$ cat src/rtl/superalu_arbiter.sv
// superalu_arbiter: shares one SHARE_SUPERALU between the CPU and the analog sequencer.
// Optional watchdog (err, TMO_CYC) compiled in with SUPERALU_TIMEOUT_EN.
module superalu_arbiter #(
  parameter int DW = 13
`ifdef SUPERALU_TIMEOUT_EN
  ,
  parameter int TMO_CYC = 255
`endif
) (
  input  logic          CLK,
  input  logic          RST_N,
  input  logic          req0,
  input  logic          req1,
  input  logic [DW-1:0] x0,
  input  logic [DW-1:0] x1,
  input  logic [DW-1:0] y0,
  input  logic [DW-1:0] y1,
  input  logic [2:0]    typ0,
  input  logic [2:0]    typ1,
  input  logic [1:0]    mod0,
  input  logic [1:0]    mod1,
  output logic          done0,
  output logic          done1,
  output logic [DW-1:0] rslt_f,
  output logic [DW-1:0] rslt_p,
  output logic          busy,
  output logic          err,
  output logic [DW-1:0] X_IN,
  output logic [DW-1:0] Y_IN,
  output logic [2:0]    alu_type,
  output logic [1:0]    mode_type,
  output logic          alu_start,
  input  logic [DW-1:0] FOUT,
  input  logic [DW-1:0] POUT,
  input  logic          alu_is_done
);

  localparam logic [1:0] S_IDLE = 2'd0;
  localparam logic [1:0] S_RUN  = 2'd1;
  localparam logic [1:0] S_CAPT = 2'd2;
  localparam logic [1:0] S_REL  = 2'd3;

  logic [1:0]    state_q, state_d;
  logic          gnt_q, gnt_d;
  logic          rr_q, rr_d;
  logic [1:0]    done_q, done_d;
  logic [DW-1:0] x_q, x_d;
  logic [DW-1:0] y_q, y_d;
  logic [2:0]    typ_q, typ_d;
  logic [1:0]    mod_q, mod_d;
  logic          start_q, start_d;
  logic          arm_q, arm_d;
  logic [DW-1:0] rf_q, rf_d;
  logic [DW-1:0] rp_q, rp_d;

`ifdef SUPERALU_TIMEOUT_EN
  localparam logic [7:0] TMO_LIM = 8'(TMO_CYC - 1);
  logic [7:0] cnt_q, cnt_d;
  logic       err_q, err_d;
`endif

  logic       pick;
  logic [2:0] typ_s;
  logic       legal;
  logic       req_g;

  always_comb begin
    pick  = (req0 & req1) ? rr_q : req1;
    typ_s = pick ? typ1 : typ0;
    legal = (typ_s == 3'b100) | (typ_s == 3'b010) | (typ_s == 3'b001);
    req_g = gnt_q ? req1 : req0;
  end

  always_comb begin
    state_d = state_q;
    gnt_d   = gnt_q;
    rr_d    = rr_q;
    done_d  = done_q;
    x_d     = x_q;
    y_d     = y_q;
    typ_d   = typ_q;
    mod_d   = mod_q;
    start_d = start_q;
    arm_d   = arm_q;
    rf_d    = rf_q;
    rp_d    = rp_q;
`ifdef SUPERALU_TIMEOUT_EN
    cnt_d   = cnt_q;
    err_d   = err_q;
`endif
    unique case (state_q)
      S_IDLE: begin
        if (req0 | req1) begin
          gnt_d   = pick;
          x_d     = pick ? x1 : x0;
          y_d     = pick ? y1 : y0;
          typ_d   = typ_s;
          mod_d   = pick ? mod1 : mod0;
          start_d = legal;
          arm_d   = 1'b0;
`ifdef SUPERALU_TIMEOUT_EN
          cnt_d   = '0;
`endif
          if (legal) begin
            state_d = S_RUN;
          end else begin
            rf_d    = '0;
            rp_d    = '0;
            state_d = S_CAPT;
          end
        end
      end
      S_RUN: begin
        // a done level left over from before start is ignored until it drops
        if (!alu_is_done) arm_d = 1'b1;
        if (alu_is_done && arm_q) begin
          rf_d    = FOUT;
          rp_d    = POUT;
          start_d = 1'b0;
          state_d = S_CAPT;
        end
`ifdef SUPERALU_TIMEOUT_EN
        else if (cnt_q == TMO_LIM) begin
          err_d   = 1'b1;
          rf_d    = '1;
          rp_d    = '1;
          start_d = 1'b0;
          state_d = S_CAPT;
        end else begin
          cnt_d = cnt_q + 8'd1;
        end
`endif
      end
      S_CAPT: begin
        done_d  = gnt_q ? 2'b10 : 2'b01;
        rr_d    = ~gnt_q;
        state_d = S_REL;
      end
      S_REL: begin
        if (!req_g && !alu_is_done) begin
          done_d  = '0;
          state_d = S_IDLE;
        end
      end
      default: state_d = S_IDLE;
    endcase
  end

  always_ff @(posedge CLK or negedge RST_N) begin
    if (!RST_N) begin
      state_q <= S_IDLE;
      gnt_q   <= 1'b0;
      rr_q    <= 1'b0;
      done_q  <= '0;
      x_q     <= '0;
      y_q     <= '0;
      typ_q   <= '0;
      mod_q   <= '0;
      start_q <= 1'b0;
      arm_q   <= 1'b0;
      rf_q    <= '0;
      rp_q    <= '0;
    end else begin
      state_q <= state_d;
      gnt_q   <= gnt_d;
      rr_q    <= rr_d;
      done_q  <= done_d;
      x_q     <= x_d;
      y_q     <= y_d;
      typ_q   <= typ_d;
      mod_q   <= mod_d;
      start_q <= start_d;
      arm_q   <= arm_d;
      rf_q    <= rf_d;
      rp_q    <= rp_d;
    end
  end

`ifdef SUPERALU_TIMEOUT_EN
  always_ff @(posedge CLK or negedge RST_N) begin
    if (!RST_N) begin
      cnt_q <= '0;
      err_q <= 1'b0;
    end else begin
      cnt_q <= cnt_d;
      err_q <= err_d;
    end
  end

  assign err = err_q;
`else
  assign err = 1'b0;
`endif

  assign done0     = done_q[0];
  assign done1     = done_q[1];
  assign rslt_f    = rf_q;
  assign rslt_p    = rp_q;
  assign busy      = (state_q != S_IDLE);
  assign X_IN      = x_q;
  assign Y_IN      = y_q;
  assign alu_type  = typ_q;
  assign mode_type = mod_q;
  assign alu_start = start_q;

endmodule

$ cat config.mk
export PLATFORM = sky130hd
export DESIGN_NAME = superalu_arbiter
export DESIGN_NICKNAME = d
export VERILOG_FILES = /design/src/rtl/superalu_arbiter.sv
export SDC_FILE = /design/constraint.sdc
export NUM_CORES = 1
export LEC_CHECK = 0
export ABC_AREA = 0
export CAP_MARGIN = 20
export CORE_MARGIN = 3
export CORE_UTILIZATION = 35
export CTS_CLUSTER_DIAMETER = 50
export CTS_CLUSTER_SIZE = 8
export DETAILED_ROUTE_END_ITERATION = 8
export PLACE_DENSITY_LB_ADDON = 0.12
export SLEW_MARGIN = 20
export SYNTH_ARGS = -nofsm -noshare
export SYNTH_HDL_FRONTEND = slang
export SYNTH_SLANG_ARGS = --single-unit
$ cat constraint.sdc
create_clock -name CLK -period 2.25 [get_ports CLK]
set_clock_uncertainty 0.2 [all_clocks]
set_input_delay 0.45 -clock CLK [delete_from_list [all_inputs] [get_ports CLK]]
set_output_delay 0.45 -clock CLK [all_outputs]
set_load 0.02 [all_outputs]
### Word-level counts from Yosys, hierarchy flattened

Cells that the tools add are included.

| cells by class | value |
|---|---|
| eq/ne operators | 11 |
| multiplexer cells | 25 |
| bitwise gates (word level) | 5 |
| reductions and logical operators | 14 |

Operators with widths:

| operator | number |
|---|---|
| 13-bit two-way mux | 6 |
| 13-bit case mux with 2 select lines | 2 |
| 2-bit two-way mux | 6 |
| 2-bit != test, second input constant | 5 |
| 3-bit AND reduction | 3 |
| 2-bit case mux with 4 select lines | 1 |
| 1-bit two-way mux | 6 |
| 2-bit nonzero test | 3 |
| 2-bit == test, second input constant | 2 |
| 1-bit case mux with 2 select lines | 2 |
| 2-bit case mux with 2 select lines | 1 |
| 2-bit AND reduction | 2 |
| 4-bit AND reduction | 1 |
| 3-bit by 1-bit == test with 1-bit output, second input constant | 1 |
| 3-bit by 2-bit == test with 1-bit output, second input constant | 1 |
| 3-bit == test, second input constant | 1 |
| 3-bit two-way mux | 1 |
| 1-bit OR | 3 |
| 2-bit by 1-bit == test with 1-bit output, second input constant | 1 |
| 1-bit logical AND | 2 |
| 1-bit logical NOT | 2 |
| 2-bit logical NOT | 1 |
| 1-bit bitwise AND | 1 |
| 1-bit inverter | 1 |

| word-level totals | value |
|---|---|
| register bits after elaboration | 65 |
| input bits | 93 |
| logic and storage cells | 67 |

### Depth between registers and ports, before layout

| logic depth | value |
|---|---|
| word-level depth | 9 |
| gate-level depth with buffers | 8 |
| depth with buffers taken out | 6 |

### Least setup slack after synthesis

Ideal clock, no wire load.

| timing path | value |
|---|---|
| path kind | register -> register |
| start point | register state_q[0] |
| end point | register rf_q[10] (netlist: rslt_f[10]) |
| arrival | 1811 ps |
| required time | 1929 ps |
| path slack | 118 ps |
| cell stages (with the launch flop) | 9 |
| buffers on the path | 3 |
| clock period less this slack | 2132 ps |
| cells stage by stage | dfrtp_1 > inv_1 > ha_1 > clkbuf_1 > a22o_1 > a211o_1 > clkbuf_1 > buf_2 > a22o_1 |

| between the ends | value |
|---|---|
| word-level cells in the longest chain between the ends | 3 |

Ends and longest elaborated chain:

| item | line | text |
|---|---|---|
| start, declared | 43 | `logic [1:0] state_q, state_d;` |
| start signal, assigned | 164 | `state_q <= state_d;` |
| 2-bit by 1-bit == test with 1-bit output or 2-bit logical NOT (tied branches) | 91 | `unique case (state_q)` |
| 2-bit != test (no line) or 2-bit nonzero test (tied branches) | - |  |
| 4-bit AND reduction (no line) | - |  |
| end signal, assigned | 174 | `rf_q <= rf_d;` |
| end, declared | 53 | `logic [DW-1:0] rf_q, rf_d;` |

Several ways; a longest one is shown, not always the timed one.
A chain may end at the register's enable or synchronous reset.

### Worst setup path after layout

| timing path | value |
|---|---|
| start point | register state_q[0] |
| end point | output busy |

| between the ends | value |
|---|---|
| word-level cells in the longest chain between the ends | 1 |

Ends and longest elaborated chain:

| item | line | text |
|---|---|---|
| 2-bit nonzero test | 199 | `assign busy = (state_q != S_IDLE);` |
| end, declared | 26 | `output logic busy,` |

Every way passes these cells.

==> impl_metrics.csv <==
group,metric,value,unit
detailed_routing,dr.first_iter.drc_count,122,
yosys,synth_cell_type_count,23,
power_and_ir_drop,vdd.ir_drop.worst,0.000768,V
floorplanning,die_h,96.4,µm
status,run_status,"finished clean",
clock_tree,cts.sink_count,65,
grt,grt_antenna_before_repair,0,
critical_path,worst_setup_path_end_kind,"output pin",
yosys,synth_seq_area_share,56.9,%
floorplanning,io_pins,155,
hold_path,hold_path.class,"reg2reg",
critical_path,cpLargestDelayFamily,"buffers and inverters",
critical_path,slowest_delay,0.42,ns
detailed_routing,route.detailed.vias_per_inst,4.73,
detailed_routing,route.antenna.remaining_nets,0,
critical_path,critical_path.cell_chain,"inv_1 > ha_2 > inv_1 > dlygate4sd2_1",
critical_path,timing_worst_setup_path_type,"reg2out",
critical_path,worst_path_most_repeated_cell,"sky130_fd_sc_hd__inv_1",
power_and_ir_drop,static_power_due_to_leakage,2.22,nW
grt,grt_pass1_vias,2458,
placed_design,number_of_buffer_cells_added_on_primary_ports,153,
power_and_ir_drop,pwr_density_cell,1250,nW/µm²
detailed_routing,routedWlPerCell,14.9,µm
sta,setup_viol,0,
critical_path,worst-path-buf-inv,3,
detailed_routing,drt_first_pass_iters,4,
yosys,synth_area_per_cell,11.2,µm²
floorplanning,core_area,7810,µm²
clock_tree,cts-htree-levels,3,
yosys,gate_count_after_technology_mapping,255,
layout,synthToLayoutAreaGrowth,70.4,%
floorplanning,die_width,96.4,µm
clock_tree,clkLatencyLatePin,0.32,ns
placed_design,post-dp-hpwl,5.85,mm
critical_path,critical_path_depth,4,
sta,hold_viol_final,0,
detailed_routing,routed-via-count,2488,
yosys,syn_nets,353,
hold_path,timing.hold.worst_path_depth,2,
critical_path,critical_path.max_fanout,4,
sta,final_period_minus_worst_setup_slack,2.15,ns
floorplanning,die-area,9290,µm²
critical_path,critical_path.slowest_cell,"sky130_fd_sc_hd__dfrtp_1",
detailed_routing,wire_length_after_detailed_routing,7.86,mm
layout,n_antenna_cell,0,
sta,timing.fmax,0.466,GHz
yosys,post_synth_instance_area,2860,µm²
yosys,synth_top_cell_by_area,"sky130_fd_sc_hd__dfrtp_1",
clock_tree,cts_tree,"done",
clock_tree,clock-root-buffer,"sky130_fd_sc_hd__clkbuf_8",
sta,final-max-slew-violation-count,0,
clock_tree,clk_pin_slew,0.07,ns
floorplanning,initial_core_util,36.6,%
grt,total_grt_overflow,0,
run,maxCapViolCount,0,
yosys,synth_top_area_share,56.9,%
sta,grt_setup_unrepaired,"no",
yosys,yosysWarningCount,0,
critical_path,crit_required,1.60,ns
layout,drive_gt1_share,9.20,%
layout,final_nets,517,
clock_tree,ctsLongestPathBuffers,2,
yosys,synth.ff_latch_count,65,
yosys,leading_cell_types_by_total_area_after_synthesis,"sky130_fd_sc_hd__dfrtp_1 (57%), sky130_fd_sc_hd__mux2i_1 (12%), sky130_fd_sc_hd__a22o_1 (8.3%)",
power_and_ir_drop,power,6.10,mW
placed_design,place.gp.congestion,0.741,
grt,grt_max_degree,66,
floorplanning,rows,32,
critical_path,r2r_cells,6,
sta,period_share,95.4,%
clock_tree,tritoncts.num_buffers,9,
critical_path,crit_arrival,1.50,ns
grt,gr-usage-all-layers,16.9,%
layout,fillerInstances,669,
layout,final_cell_area,4870,µm²
grt,wire_length_of_the_first_global_routing_pass,12.0,mm
critical_path,critPathLaunchType,"register",
placed_design,place_area,4640,µm²
detailed_routing,drc,0,
## worst register-to-register path: stages (launching register included)
cell and delay [ns]:
sky130_fd_sc_hd__dfrtp_1 0.39, sky130_fd_sc_hd__inv_1 0.09, sky130_fd_sc_hd__ha_1 0.26, sky130_fd_sc_hd__a22o_1 0.24
sky130_fd_sc_hd__a211o_1 0.31, sky130_fd_sc_hd__buf_12 0.17, sky130_fd_sc_hd__a22o_1 0.24
## logic make-up after synthesis
group | synth area share, %
buffers and inverters | 3.33
and+or+nand+nor | 6.04
AOI/OAI and AO/OA | 17.7
xor gates and xnor gates | 0.613
muxes | 13.0
other | 0.131
adders and majority gates | 2.19
DFF | 56.9
## cells in the final DEF, fill, tap and decap left out, drive strengths merged
| cell | instances |
|---|---|
| bufinv | 2 |
| inv | 6 |
| o21ai | 39 |
| ha | 5 |
| clkinv | 3 |
| xor2 | 2 |
| dlygate4sd3 | 1 |
| nor2 | 8 |
| a21oi | 4 |
| mux2 | 2 |
| a22oi | 1 |
| a211oi | 1 |
| nand2 | 38 |
| clkdlybuf4s50 | 151 |
| o22ai | 2 |
| dlygate4sd2 | 1 |
| a21o | 1 |
| buf | 17 |
| a22o | 27 |
| a211o | 1 |
| conb | 1 |
| mux2i | 35 |
| dfrtp | 65 |
| clkbuf | 11 |
## flip-flops by register name, indices dropped and copies added, names as in the netlist
register	count
X_IN	13
Y_IN	13
rslt_f	13
rslt_p	13
alu_type	3
done_q	2
mode_type	2
state_q	2
alu_start	1
arm_q	1
gnt_q	1
rr_q	1
## synthesized netlist by cell type
library cell / count
sky130_fd_sc_hd__dfrtp_1: 65
sky130_fd_sc_hd__nand2_1: 38
sky130_fd_sc_hd__o21ai_0: 38
sky130_fd_sc_hd__mux2i_1: 35
sky130_fd_sc_hd__a22o_1: 27
sky130_fd_sc_hd__clkbuf_1: 9
sky130_fd_sc_hd__nor2_1: 8
sky130_fd_sc_hd__ha_1: 5
sky130_fd_sc_hd__inv_1: 5
sky130_fd_sc_hd__a21oi_1: 4
sky130_fd_sc_hd__buf_2: 4
sky130_fd_sc_hd__buf_1: 3
sky130_fd_sc_hd__mux2_2: 2
sky130_fd_sc_hd__o22ai_1: 2
sky130_fd_sc_hd__xor2_1: 2
sky130_fd_sc_hd__a211o_1: 1
sky130_fd_sc_hd__a211oi_1: 1
sky130_fd_sc_hd__a21o_1: 1
sky130_fd_sc_hd__a22oi_1: 1
sky130_fd_sc_hd__buf_4: 1
sky130_fd_sc_hd__conb_1: 1
sky130_fd_sc_hd__inv_2: 1
sky130_fd_sc_hd__o21ai_4: 1
## per-layer routing
layer	global-route usage, %	part of all wire (%)
met5	0	0
met4	6.31	0.85
met3	4.38	10
met2	25.5	46
met1	23.5	43
## through the flow
stage / cells / utilization, % / TNS, ns / hold slack [ns] / worst slack [ns]
2_1_floorplan: 255 / - / 0 / -0.0456 / 0.118
3_3_place_gp: 509 / 59.4 / -4.55 / 0.263 / -0.167
3_5_place_dp: 509 / 59.4 / -5.54 / 0.270 / -0.211
4_1_cts: 526 / 62.3 / 0 / 0.285 / 0.0176
5_1_grt: 526 / 62.4 / 0 / 0.298 / 0.00151
6_report: 526 / 62.4 / 0 / 0.281 / 0.103
## repair_timing
item,CTS,global route
hold buffers,1,0
endpoints found under the hold margin,65,0
setup buffers,0,0
setup endpoints to repair,1,1
resized for setup,1,1
## path summary, 6_finish.rpt
kind                             from        end  slack, ns
max in group asynchronous       RST_N  rslt_f[2]       1.09
hold / removal                Y_IN[9]    Y_IN[9]       0.28
setup reg to reg           state_q[1]  rslt_f[2]       0.24
hold reg to reg               Y_IN[9]    Y_IN[9]       0.28
setup / recovery           state_q[0]       busy       0.10
min in group asynchronous       RST_N   X_IN[10]       0.46
## final cells by class
type / count / area (µm²) / area share [%]
flip-flops and latches: 65 / 1630 / 33.4
clock inverters: 5 / 78.8 / 1.62
clock buffers: 11 / 141 / 2.90
multi-input cells: 167 / 1150 / 23.7
repair buffers: 170 / 1720 / 35.3
inverters: 6 / 22.5 / 0.463
well taps: 102 / 128 / 2.62
## report_power, final
| group | internal, mW | leakage, nW | switching [mW] |
|---|---|---|---|
| Sequential | 1.65 | 0.827 | 0.261 |
| Combinational | 1.53 | 1.28 | 1.58 |
| Clock | 0.653 | 0.113 | 0.433 |
| Total | 3.83 | 2.22 | 2.27 |
Note: power is estimated with default switching activity, not from simulation.
